==> config.mk <==
export PLATFORM = sky130hd
export DESIGN_NAME = wb_bus_arbiter
export DESIGN_NICKNAME = d
export VERILOG_FILES = /design/src/rtl/wb_bus_arbiter.sv
export SDC_FILE = /design/constraint.sdc
export NUM_CORES = 1
export LEC_CHECK = 0
export BUFFER_PORTS_ARGS = -buffer_cell sky130_fd_sc_hd__buf_2
export CAP_MARGIN = 20
export CORE_AREA = 2 2 249 251
export DETAILED_ROUTE_END_ITERATION = 8
export DIE_AREA = 0 0 251 253
export GPL_TIMING_DRIVEN = 0
export PLACE_DENSITY = 0.32
export SLEW_MARGIN = 10
export SYNTH_ARGS = -nofsm -noshare
export SYNTH_HDL_FRONTEND = slang
export SYNTH_SLANG_ARGS = --single-unit
==> constraint.sdc <==
create_clock -name clk -period 3.5 [get_ports clk]
set_input_delay 0.7 -clock clk [delete_from_list [all_inputs] [get_ports clk]]
set_output_delay 0.7 -clock clk [all_outputs]
set_load 0.1 [all_outputs]
==> src/rtl/wb_bus_arbiter.sv <==
// wb_bus_arbiter: 2-master/4-slave Wishbone round-robin arbiter and addr[31:28] decoder.
// Define WB_ARB_TIMEOUT_EN to add the hung-slave watchdog (limit TIMEOUT_CYCLES).
module wb_bus_arbiter #(
  parameter int TIMEOUT_CYCLES = 255
) (
  input  logic        clk,
  input  logic        rst,
  input  logic [31:0] m0_addr_i,
  input  logic [31:0] m0_data_i,
  input  logic [3:0]  m0_sel_i,
  input  logic        m0_we_i,
  input  logic        m0_cyc_i,
  input  logic        m0_stb_i,
  output logic [31:0] m0_data_o,
  output logic        m0_ack_o,
  output logic        m0_err_o,
  input  logic [31:0] m1_addr_i,
  input  logic [31:0] m1_data_i,
  input  logic [3:0]  m1_sel_i,
  input  logic        m1_we_i,
  input  logic        m1_cyc_i,
  input  logic        m1_stb_i,
  output logic [31:0] m1_data_o,
  output logic        m1_ack_o,
  output logic        m1_err_o,
  output logic [31:0] s0_addr_o,
  output logic [31:0] s0_data_o,
  output logic [3:0]  s0_sel_o,
  output logic        s0_we_o,
  output logic        s0_cyc_o,
  output logic        s0_stb_o,
  input  logic [31:0] s0_data_i,
  input  logic        s0_ack_i,
  input  logic        s0_err_i,
  output logic [31:0] s1_addr_o,
  output logic [31:0] s1_data_o,
  output logic [3:0]  s1_sel_o,
  output logic        s1_we_o,
  output logic        s1_cyc_o,
  output logic        s1_stb_o,
  input  logic [31:0] s1_data_i,
  input  logic        s1_ack_i,
  input  logic        s1_err_i,
  output logic [31:0] s2_addr_o,
  output logic [31:0] s2_data_o,
  output logic [3:0]  s2_sel_o,
  output logic        s2_we_o,
  output logic        s2_cyc_o,
  output logic        s2_stb_o,
  input  logic [31:0] s2_data_i,
  input  logic        s2_ack_i,
  input  logic        s2_err_i,
  output logic [31:0] s3_addr_o,
  output logic [31:0] s3_data_o,
  output logic [3:0]  s3_sel_o,
  output logic        s3_we_o,
  output logic        s3_cyc_o,
  output logic        s3_stb_o,
  input  logic [31:0] s3_data_i,
  input  logic        s3_ack_i,
  input  logic        s3_err_i
);
  typedef enum logic [1:0] {IDLE, GNT0, GNT1} state_t;
  state_t state_q, state_d;
  logic last_q, last_d, uerr_q, uerr_m_q, done_q;
  logic req0, req1, act, gm, gcyc, gstb, gwe, mapped, unmapped, go, fire, done_eff, tout, sack, serr;
  logic [31:0] gaddr, gdata, sdat, err_addr_q;
  logic [3:0] gsel, hit;
  logic [1:0] idx;
  assign req0 = m0_cyc_i & m0_stb_i;
  assign req1 = m1_cyc_i & m1_stb_i;
  assign act = state_q != IDLE;
  assign gm = state_q == GNT1;
  assign gaddr = gm ? m1_addr_i : m0_addr_i;
  assign gdata = gm ? m1_data_i : m0_data_i;
  assign gsel = gm ? m1_sel_i : m0_sel_i;
  assign gwe = gm ? m1_we_i : m0_we_i;
  assign gcyc = gm ? m1_cyc_i : m0_cyc_i;
  assign gstb = gm ? m1_stb_i : m0_stb_i;
  assign idx = gaddr[29:28];
  assign mapped = act & (gaddr[31:30] == 2'b00);
  assign unmapped = act & (gaddr[31:30] != 2'b00);
  assign sdat = idx == 2'd0 ? s0_data_i : idx == 2'd1 ? s1_data_i : idx == 2'd2 ? s2_data_i : s3_data_i;
  assign sack = idx == 2'd0 ? s0_ack_i : idx == 2'd1 ? s1_ack_i : idx == 2'd2 ? s2_ack_i : s3_ack_i;
  assign serr = idx == 2'd0 ? s0_err_i : idx == 2'd1 ? s1_err_i : idx == 2'd2 ? s2_err_i : s3_err_i;
  assign go = mapped & gcyc & gstb;
  assign hit = mapped & !tout ? 4'b0001 << idx : 4'b0000;
  assign {s3_addr_o, s2_addr_o, s1_addr_o, s0_addr_o} = {4{act ? gaddr : 32'd0}};
  assign {s3_data_o, s2_data_o, s1_data_o, s0_data_o} = {4{act ? gdata : 32'd0}};
  assign {s3_sel_o, s2_sel_o, s1_sel_o, s0_sel_o} = {4{act ? gsel : 4'd0}};
  assign {s3_we_o, s2_we_o, s1_we_o, s0_we_o} = {4{act & gwe}};
  assign {s3_cyc_o, s2_cyc_o, s1_cyc_o, s0_cyc_o} = hit & {4{gcyc}};
  assign {s3_stb_o, s2_stb_o, s1_stb_o, s0_stb_o} = hit & {4{gstb}};
  assign m0_data_o = mapped & !gm ? sdat : 32'd0;
  assign m1_data_o = mapped & gm ? sdat : 32'd0;
  assign m0_ack_o = go & sack & !gm;
  assign m1_ack_o = go & sack & gm;
  assign m0_err_o = ((go & serr) | tout) & !gm | uerr_q & !uerr_m_q;
  assign m1_err_o = ((go & serr) | tout) & gm | uerr_q & uerr_m_q;
  // An unmapped error fires once per strobe; a new address or master re-arms it.
  assign done_eff = done_q & act & gcyc & gstb & (gaddr == err_addr_q) & (gm == uerr_m_q);
  assign fire = unmapped & gcyc & gstb & !done_eff;
`ifdef WB_ARB_TIMEOUT_EN
  localparam logic [15:0] TO_LIM = 16'(TIMEOUT_CYCLES);
  logic [15:0] cnt_q;
  logic stall;
  assign stall = go & !sack & !serr;
  assign tout = stall & (cnt_q == TO_LIM);
  always_ff @(posedge clk) begin
    if (rst) cnt_q <= '0;
    else cnt_q <= stall & !tout ? cnt_q + 16'd1 : 16'd0;
  end
`else
  assign tout = TIMEOUT_CYCLES == 0;
`endif
  always_comb begin
    state_d = state_q;
    last_d = last_q;
    case (state_q)
      IDLE: if (req0 & (!req1 | last_q)) begin
        state_d = GNT0;
        last_d = 1'b0;
      end else if (req1) begin
        state_d = GNT1;
        last_d = 1'b1;
      end
      GNT0: if (!m0_cyc_i) begin
        state_d = req1 ? GNT1 : IDLE;
        last_d = req1 | last_q;
      end
      GNT1: if (!m1_cyc_i) begin
        state_d = req0 ? GNT0 : IDLE;
        last_d = !req0 & last_q;
      end
      default: state_d = IDLE;
    endcase
  end
  always_ff @(posedge clk) begin
    if (rst) begin
      state_q <= IDLE;
      last_q <= 1'b1;
      uerr_q <= 1'b0;
      uerr_m_q <= 1'b0;
      done_q <= 1'b0;
      err_addr_q <= '0;
    end else begin
      state_q <= state_d;
      last_q <= last_d;
      uerr_q <= fire;
      done_q <= fire | done_eff;
      if (fire) begin
        uerr_m_q <= gm;
        err_addr_q <= gaddr;
      end
    end
  end
endmodule

# ---- Yosys cells after proc, flatten, opt, wreduce, memory -nomap -nowiden
# Index checks and enable logic that the tools add are counted.
# Widths: inputs -> output; s select.
dict set report word_totals {
  ff_bits 38
  latchBits 0
  ramBits 0
  romBits 0
  input_bits 280
  output_inout_bits 352
  memories 0
}
dict set report classes {
  addsub 0
  n_mul 0
  n_div 0
  magnitude_cmp 0
  eq_ne 9
  shifts 1
  muxes 33
  bitwise 34
  reduce_logical 13
}
# operator count
set ops {}
lappend ops {{$mux 32} 9}
lappend ops {{$eq 32x32->1} 1}
lappend ops {{$and 1x1->1} 27}
lappend ops {{$mux 1} 14}
lappend ops {{$mux 4} 3}
lappend ops {{$mux 2} 5}
lappend ops {{$and 4x4->4} 2}
lappend ops {{$logic_not 2->1} 3}
lappend ops {{$pmux 2 s3} 1}
lappend ops {{$logic_not 1->1} 5}
lappend ops {{$or 1x1->1} 5}
lappend ops {{$eq 2x1->1 const B} 2}
lappend ops {{$eq 2x2->1 const B} 2}
lappend ops {{$ne 2x2->1 const B} 2}
lappend ops {{$reduce_and 4->1} 1}
lappend ops {{$reduce_bool 2->1} 2}
lappend ops {{$shl 1x2->4 const A} 1}
lappend ops {{$ne 3x3->1 const B} 1}
lappend ops {{$pmux 1 s3} 1}
lappend ops {{$reduce_and 3->1} 1}
lappend ops {{$reduce_bool 3->1} 1}
lappend ops {{$eq 1x1->1} 1}

# ---- Longest topological paths before layout
# Gate-level depths: netlist of the first run.
dict set report logic_depth {
  word_depth 9
  depth_mapped 14
}

# ---- Worst setup path after synthesis of the first run
# No wires, ideal clock.
dict set report synth_timing {
  path_kind {flip-flop to output port}
  startpoint {reg state_q[0]}
  endpoint {out s1_data_o[26]}
  arrival_ns 4.056
  required_ns 2.800
  path_slack_ns -1.256
  stages_incl_launch_ff 13
  path_buffers 8
  path_cell_list {dfxtp_1 inv_1 ha_1 buf_6 buf_12 buf_8 buf_2 buf_1 buf_2 buf_2 mux2i_1 nor2_1 buf_4}
}
dict set report synth_between {
  elab_chain_len 3
  word_cells_on_any_way 4
}
# item line_no
set synth_lines {}
lappend synth_lines {{start, declared} 64} ;# state_t state_q, state_d;
lappend synth_lines {{start signal, assigned} 147} ;# state_q <= state_d;
lappend synth_lines {{$eq 2x2->1} 73} ;# assign gm = state_q == GNT1;
lappend synth_lines {{net gm} 66} ;# logic req0, req1, act, gm, gcyc, gstb, gwe, mapped, unmapped, go, fire, done_eff, tout, sack, serr;
lappend synth_lines {{$mux 32} 75} ;# assign gdata = gm ? m1_data_i : m0_data_i;
lappend synth_lines {{$mux 32} 89} ;# assign {s3_data_o, s2_data_o, s1_data_o, s0_data_o} = {4{act ? gdata : 32'd0}};
lappend synth_lines {{end, declared} 36} ;# output logic [31:0] s1_data_o,
# The timed path passes the listed nets, and every way through them passes these cells.

# ---- Final worst setup path of the first run
dict set report layout_timing {
  startpoint {reg state_q[0]}
  endpoint {out m1_data_o[18]}
}
dict set report layout_between {
  elab_chain_len 7
  word_cells_on_any_way 13
}
# item line_no
set layout_lines {}
lappend layout_lines {{$eq 2x2->1 *} 73}
lappend layout_lines {{net gm} 66}
lappend layout_lines {{$mux 32} 74} ;# assign gaddr = gm ? m1_addr_i : m0_addr_i;
lappend layout_lines {{$eq 2x2->1} 83} ;# assign sdat = idx == 2'd0 ? s0_data_i : idx == 2'd1 ? s1_data_i : idx == 2'd2 ? s2_data_i : s3_data_i;
lappend layout_lines {{$mux 32 (3 in series)} 83}
lappend layout_lines {{$mux 32 *} 95} ;# assign m1_data_o = mapped & gm ? sdat : 32'd0;
lappend layout_lines {{end, declared} 23} ;# output logic [31:0] m1_data_o,
# Mark *: on every way through the listed nets, which the timed path passes. The rest lies on a longest branch.

==> qor.csv, run 1 <==
metric;value;unit
drt_pre_antenna_iters;5;
crit_buf_inv;6;
wl;54400;um
synth_ff_type;dfxtp_1;
leakage;6.63;nW
fmax;0.290;GHz
cts_tree;done;
synth_cell_type_count;50;
cp-startpoint;state_q[0]$_SDFFE_PP0P_;
synth_area_leaders;buf_4 (23%), mux4_2 (11%), dfxtp_1 (11%), mux2i_1 (9.1%), and2_1 (5.9%);
yosys_warnings;0;
slew_headroom;43.3;%
gr-total-overflow;0;
stdcell_area;14100;sq um
syn_area;6840;sq um
outcome;completed;
place_congestion;0.822;
gr-usage-all-layers;16.0;%
avgSynthCellArea;7.87;sq um
hold_path_class;reg -> reg;
core;61000;sq um
wl_per_cell;23.3;um
io_pins;632;
ys_ff_latch;38;
cp-end-kind;output pin;
critical_path.slowest_cell;mux4_2;
drive_gt1_share;74.1;%
fin_util;23.2;%
cp.required;2.80;ns
placedInstanceArea;11700;sq um
grt_pass1_wl;72100;um
portBuffers;631;
drc;0;
instances_no_fill;2339;
drt-initial-drc-count;455;
worst-path-max-fanout;10;
fp.dieW;251;um
dpl.hpwl;46000;um
hp-start;last_q$_SDFFE_PP1P_;
syn_inst;869;
ant_nets;0;
antenna_found_initial;18;
period_share;98.5;%
setup_viol;0;
layout-area-overhead-vs-synth;106;%
final.setup_skew;0.00912;ns
clk_pin_slew;0.06;ns
start_kind;flop;
ctsRootBufferMaster;clkbuf_16;
via_per_inst;3.93;
async_flop_share;0;%
path_class;reg -> out;
clockBufferDepth;2;
htreeDepth;2;
worst_ir_drop_vdd;0.000348;V
cp_cell_sequence;inv_4, ha_4, buf_12, buf_16, mux2i_4, buf_12, buf_12, mux4_2, and2_4, buf_12;
fp.dieH;253;um
fin_nets;1828;
dp_cells;2296;
grt_setup_unrepaired;yes;
num_vias;9189;
max_stage_delay;0.58;ns
start_util;11.2;%
slew_violations;0;
syn_nets;1154;
synth-edff-count;0;
cts_num_sinks;38;
cts_buffers;5;
hold_slack;0.488;ns
power_density;638;nW/um^2
clk_latency;0.29;ns
period_needed;3.45;ns
yosysSeqAreaShare;11.1;%
critPathMostFrequentCell;buf_12;
synth_top_cell_area_share;22.7;%
critical-path-top-delay-family;buffers and inverters;
dieArea;63500;sq um
max-cap-violations;0;
arrival;2.75;ns
num_rows;91;
synth_area_leader_cell;buf_4;
grt_pass1_vias;9033;
grt_max_degree;13;
tightest_slew;0.850;ns
r2r-start;state_q[0]$_SDFFE_PP0P_;
hold_viol;0;
## registers in the layout, indices dropped and copies added, names as in the netlist
name,cells
state_q,2
last_q,1
uerr_m_q,1
err_addr_q,32
uerr_q,1
done_q,1
## worst paths after layout
path,endpoint,cells past startpoint,slack [ns]
worst max-delay path,m1_data_o[18],10,0.05
worst min-delay path,last_q$_SDFFE_PP1P_,1,0.49
worst max register to register,err_addr_q[21]$_SDFFE_PP0P_,12,0.15
worst min register to register,last_q$_SDFFE_PP1P_,1,0.49
## metrics by stage
stage / setup TNS (ns) / power (mW) / setup WS, ns
after floorplan: -6.49 / 6.54 / -0.492
after global placement: -229.21 / 7.88 / -1.55
after detailed placement: -176.07 / 7.91 / -1.35
after CTS: -0.372 / 9.04 / -0.0521
after global routing: -0.393 / 9.30 / -0.0356
final: 0 / 9.02 / 0.0540
## final cells by class
| cell class | instances | area, sq um |
|---|---|---|
| Tap cell | 790 | 988 |
| Antenna cell | 5 | 12.5 |
| Multi-Input combinational cell | 549 | 4990 |
| Fill cell | 6741 | 46900 |
| Clock inverter | 3 | 40.0 |
| Clock buffer | 5 | 125 |
| Sequential cell | 38 | 766 |
| Buffer | 275 | 2310 |
| Inverter | 7 | 28.8 |
| Timing Repair Buffer | 667 | 4870 |
## per-layer routing
| metal | wire [um] | vias up | global-route usage (%) | part of all wire (%) |
|---|---|---|---|---|
| met2 | 27800 | 458 | 29.3 | 51 |
| li1 | - | 4245 | - | - |
| met3 | 4330 | 47 | 3.70 | 8.0 |
| met4 | 1040 | 10 | 2.57 | 1.9 |
| met1 | 21200 | 4429 | 19.3 | 39 |
| met5 | 61 | - | 0 | 0.11 |
## where the power goes
part | internal, mW | total (mW) | switching (mW)
combinational | 2.05 | 7.95 | 5.89
clock | 0.335 | 0.551 | 0.216
sequential | 0.477 | 0.520 | 0.0438
## Yosys cell counts (all sizes together), types with 2 or more instances
| cell type | n |
|---|---|
| buf | 226 |
| nor2 | 78 |
| mux2i | 71 |
| and2 | 64 |
| clkbuf | 49 |
| nand2 | 44 |
| nor3 | 41 |
| dfxtp | 38 |
| nand3 | 38 |
| mux4 | 34 |
| o21ai | 33 |
| a32oi | 32 |
| or4 | 32 |
| xnor2 | 30 |
| nor4 | 9 |
| a21oi | 7 |
| inv | 6 |
| ha | 5 |
| mux2 | 4 |
| nor4b | 3 |
| o22ai | 3 |
| a22oi | 2 |
| a32o | 2 |
| nand4 | 2 |
| nor3b | 2 |
| or3 | 2 |
## repair_timing
item                                    4_1_cts  5_1_grt
buffers inserted                             19        6
endpoints found under the setup margin      382      183
hold buffers                                  0        0
cloned                                        2        3
resized for setup                           475       79
pin swaps                                     7        6
## layout by cell type (no fill, tap or decap), drive strengths merged, types with 7 or more instances in the layout
cell / synthesis / final
buf: 226 / 892
dfxtp: 38 / 38
o21ai: 33 / 33
nand3: 38 / 38
nand2: 44 / 44
a32oi: 32 / 32
nor4: 9 / 9
and2: 64 / 64
nor3: 41 / 41
xnor2: 30 / 30
mux2i: 71 / 71
mux4: 34 / 34
clkbuf: 49 / 54
or4: 32 / 32
a21oi: 7 / 7
nor2: 78 / 78
## worst register-to-register path, delay by kind of cell, from the launching register on
family | cells | cell delay, ns
muxes | 1 | 0.36
buffers and inverters | 5 | 1.09
adders and majority gates | 1 | 0.13
AOI/OAI and AO/OA | 1 | 0.24
and+or+nand+nor | 3 | 0.90
DFF | 1 | 0.36
xor gates and xnor gates | 1 | 0.16
## kinds of logic (layout without fill, tap and decap cells)
| group | Yosys count | count (layout) | synth area share, % |
|---|---|---|---|
| flops | 38 | 38 | 11.1 |
| buf+inv | 282 | 957 | 27.7 |
| compound gates | 86 | 86 | 8.81 |
| simple gates | 319 | 319 | 24.6 |
| other cells | 0 | 5 | 0 |
| fa+ha+maj | 5 | 5 | 0.914 |
| mux | 109 | 109 | 23.0 |
| xor+xnor | 30 | 30 | 3.84 |
(Power assumes the default switching activity.)
==> run 2, diff against run 1 <==
- CELL_PAD_IN_SITES_DETAIL_PLACEMENT: not set -> 0
- CELL_PAD_IN_SITES_GLOBAL_PLACEMENT: not set -> 1
- CORE_AREA: 2 2 249 251 -> 2 2 246 248
- DIE_AREA: 0 0 251 253 -> 0 0 248 250
- PLACE_DENSITY: 0.32 -> 0.45
==> run 2 against run 1 <==
Effect of this change: critical path depth did not move; first-iteration DRC count is 22% higher; utilization is 0.79 points higher; critical path type unchanged; count of clock-buffer cells in the layout up 1; final area is 0.92% higher; via count fell by 0.11%; worst setup slack worse by 0.0042 ns; clock skew down 0.0019 ns.
==> qor.csv, run 2 (same netlist as run 1, synthesis figures left out) <==
metric;value;unit;change
outcome;completed;;unchanged
ctsRootBufferMaster;clkbuf_16;;unchanged
clockBufferDepth;2;;unchanged
placedInstanceArea;11700;sq um;about the same
fp.dieW;248;um;was 251 um
critPathMostFrequentCell;buf_4;;was buf_12
start_kind;flop;;unchanged
reg_top3;err_addr_q: 32 flops, state_q: 2 flops;;unchanged
most-common-layout-cells;buf_2 (450), buf_4 (305), buf_12 (75);;was buf_2 (453), buf_4 (295), buf_12 (65)
drive_gt1_share;74.4;%;was 74.1%
fmax;0.290;GHz;about the same
power_density;645;nW/um^2;was 638 nW/um^2
gr-usage-all-layers;16.3;%;was 16.0%
fp.dieH;250;um;was 253 um
hold_path_class;reg -> reg;;unchanged
cts_tree;done;;unchanged
gr-total-overflow;0;;unchanged
p_total;9.20;mW;was 9.02 mW
portBuffers;631;;unchanged
start_util;11.5;%;was 11.2%
drt-initial-drc-count;553;;was 455
largest_register_ff_count;32;;unchanged
hold_slack;0.487;ns;was 0.488 ns
worst_ir_drop_vdd;0.000672;V;was 0.000348 V
max-cap-violations;0;;unchanged
layout_commonest_cell;buf_2;;unchanged
cts_buffers;5;;unchanged
cts_num_sinks;38;;unchanged
drt_pre_antenna_iters;7;;was 5
cp.required;2.80;ns;about the same
setup_viol;0;;unchanged
critical-path-top-delay-family;buffers and inverters;;unchanged
final.setup_skew;0.00725;ns;was 0.00912 ns
clk_latency;0.30;ns;was 0.29 ns
slew_headroom;38.3;%;was 43.3%
drc;0;;unchanged
leakage;6.67;nW;was 6.63 nW
stdcell_area;14300;sq um;was 14100 sq um
worst-path-max-fanout;10;;unchanged
fin_nets;1837;;was 1828
via_per_inst;3.91;;was 3.93
dieArea;62000;sq um;was 63500 sq um
num_rows;90;;was 91
grt_pass1_vias;9005;;was 9033
core;59600;sq um;was 61000 sq um
io_pins;632;;unchanged
grt_max_degree;13;;unchanged
regMostFlops;err_addr_q;;unchanged
nFillCells;6577;;was 6741
wl;54000;um;was 54400 um
fin_util;23.9;%;was 23.2%
hold_viol;0;;unchanged
place_congestion;0.857;;was 0.822
period_share;98.6;%;was 98.5%
arrival;2.75;ns;about the same
ant_nets;0;;unchanged
period_needed;3.45;ns;about the same
htreeDepth;2;;unchanged
crit_buf_inv;8;;was 6
antenna_found_initial;22;;was 18
cp-end-kind;output pin;;unchanged
critical_path.slowest_cell;dfxtp_4;;was mux4_2
max_stage_delay;0.37;ns;was 0.58 ns
slew_violations;0;;unchanged
clk_pin_slew;0.07;ns;was 0.06 ns
layout-area-overhead-vs-synth;108;%;was 106%
grt_pass1_wl;71000;um;was 72100 um
num_vias;9179;;was 9189
path_class;reg -> out;;unchanged
grt_setup_unrepaired;yes;;unchanged
wl_per_cell;23.0;um;was 23.3 um
tightest_slew;0.926;ns;was 0.850 ns
dpl.hpwl;45300;um;was 46000 um
cp_cell_sequence;inv_1, ha_1, buf_4, clkbuf_8, clkbuf_2, buf_6, nor2_4, buf_12, buf_8, buf_4;;was inv_4, ha_4, buf_12, buf_16, mux2i_4, buf_12, buf_12, mux4_2, and2_4, buf_12
## run 2: final timing paths
kind / slack [ns] / to / from / cells past startpoint
min: 0.49 / last_q$_SDFFE_PP1P_ / last_q$_SDFFE_PP1P_ / 1
min reg2reg: 0.49 / last_q$_SDFFE_PP1P_ / last_q$_SDFFE_PP1P_ / 1
max reg2reg: 0.25 / err_addr_q[25]$_SDFFE_PP0P_ / state_q[0]$_SDFFE_PP0P_ / 13
max: 0.05 / s2_data_o[26] / state_q[1]$_SDFFE_PP0P_ / 10
## run 2: through the flow
stage          TNS (ns)  cells  worst slack, ns
2_1_floorplan     -6.49    869           -0.492
3_3_place_gp    -197.13   2282            -1.36
5_1_grt          -0.408   2339          -0.0428
3_5_place_dp    -171.12   2286            -1.23
6_report              0   2345           0.0498
4_1_cts         -0.0117   2324         -0.00658
## run 2: power breakdown
part,switching [mW],leakage (nW),internal [mW]
logic,5.92,6.27,2.11
clock network,0.223,0.0971,0.429
registers,0.0412,0.309,0.477
## run 2: layout make-up
cell class	count	area, sq um	share of cell area, %
Tap cell	782	978	6.86
Sequential cell	38	766	5.37
Multi-Input combinational cell	549	4970	34.8
Clock buffer	6	139	0.974
Inverter	7	30.0	0.211
Buffer	275	2290	16.0
Timing Repair Buffer	676	5000	35.1
Clock inverter	2	60.1	0.421
Antenna cell	10	25.0	0.175
## run 2: per-layer routing
metal | up-vias | GRT usage (%) | wire length, um
met4 | 6 | 2.40 | 803
met3 | 52 | 6.16 | 6000
met5 | - | 0 | 35
met2 | 416 | 28.2 | 26300
li1 | 4284 | - | -
met1 | 4421 | 19.3 | 20900
## run 2: timing repair
item | CTS | global route
hold buffers | 0 | 0
gates resized for setup | 454 | 106
buffers inserted | 29 | 10
setup endpoints to repair | 373 | 215
pin swaps | 11 | 12
cloned | 1 | 1
## run 2: worst register-to-register path, cell delays in order, from the launching register on
cell and delay [ns]:
dfxtp_2 0.33, inv_2 0.07, ha_4 0.13, buf_12 0.15
buf_16 0.20, buf_4 0.14, mux2i_2 0.37, xnor2_1 0.20
nor4b_2 0.34, nand3_2 0.24, clkbuf_2 0.31, clkbuf_1 0.30
o21ai_0 0.25, nand3_1 0.10
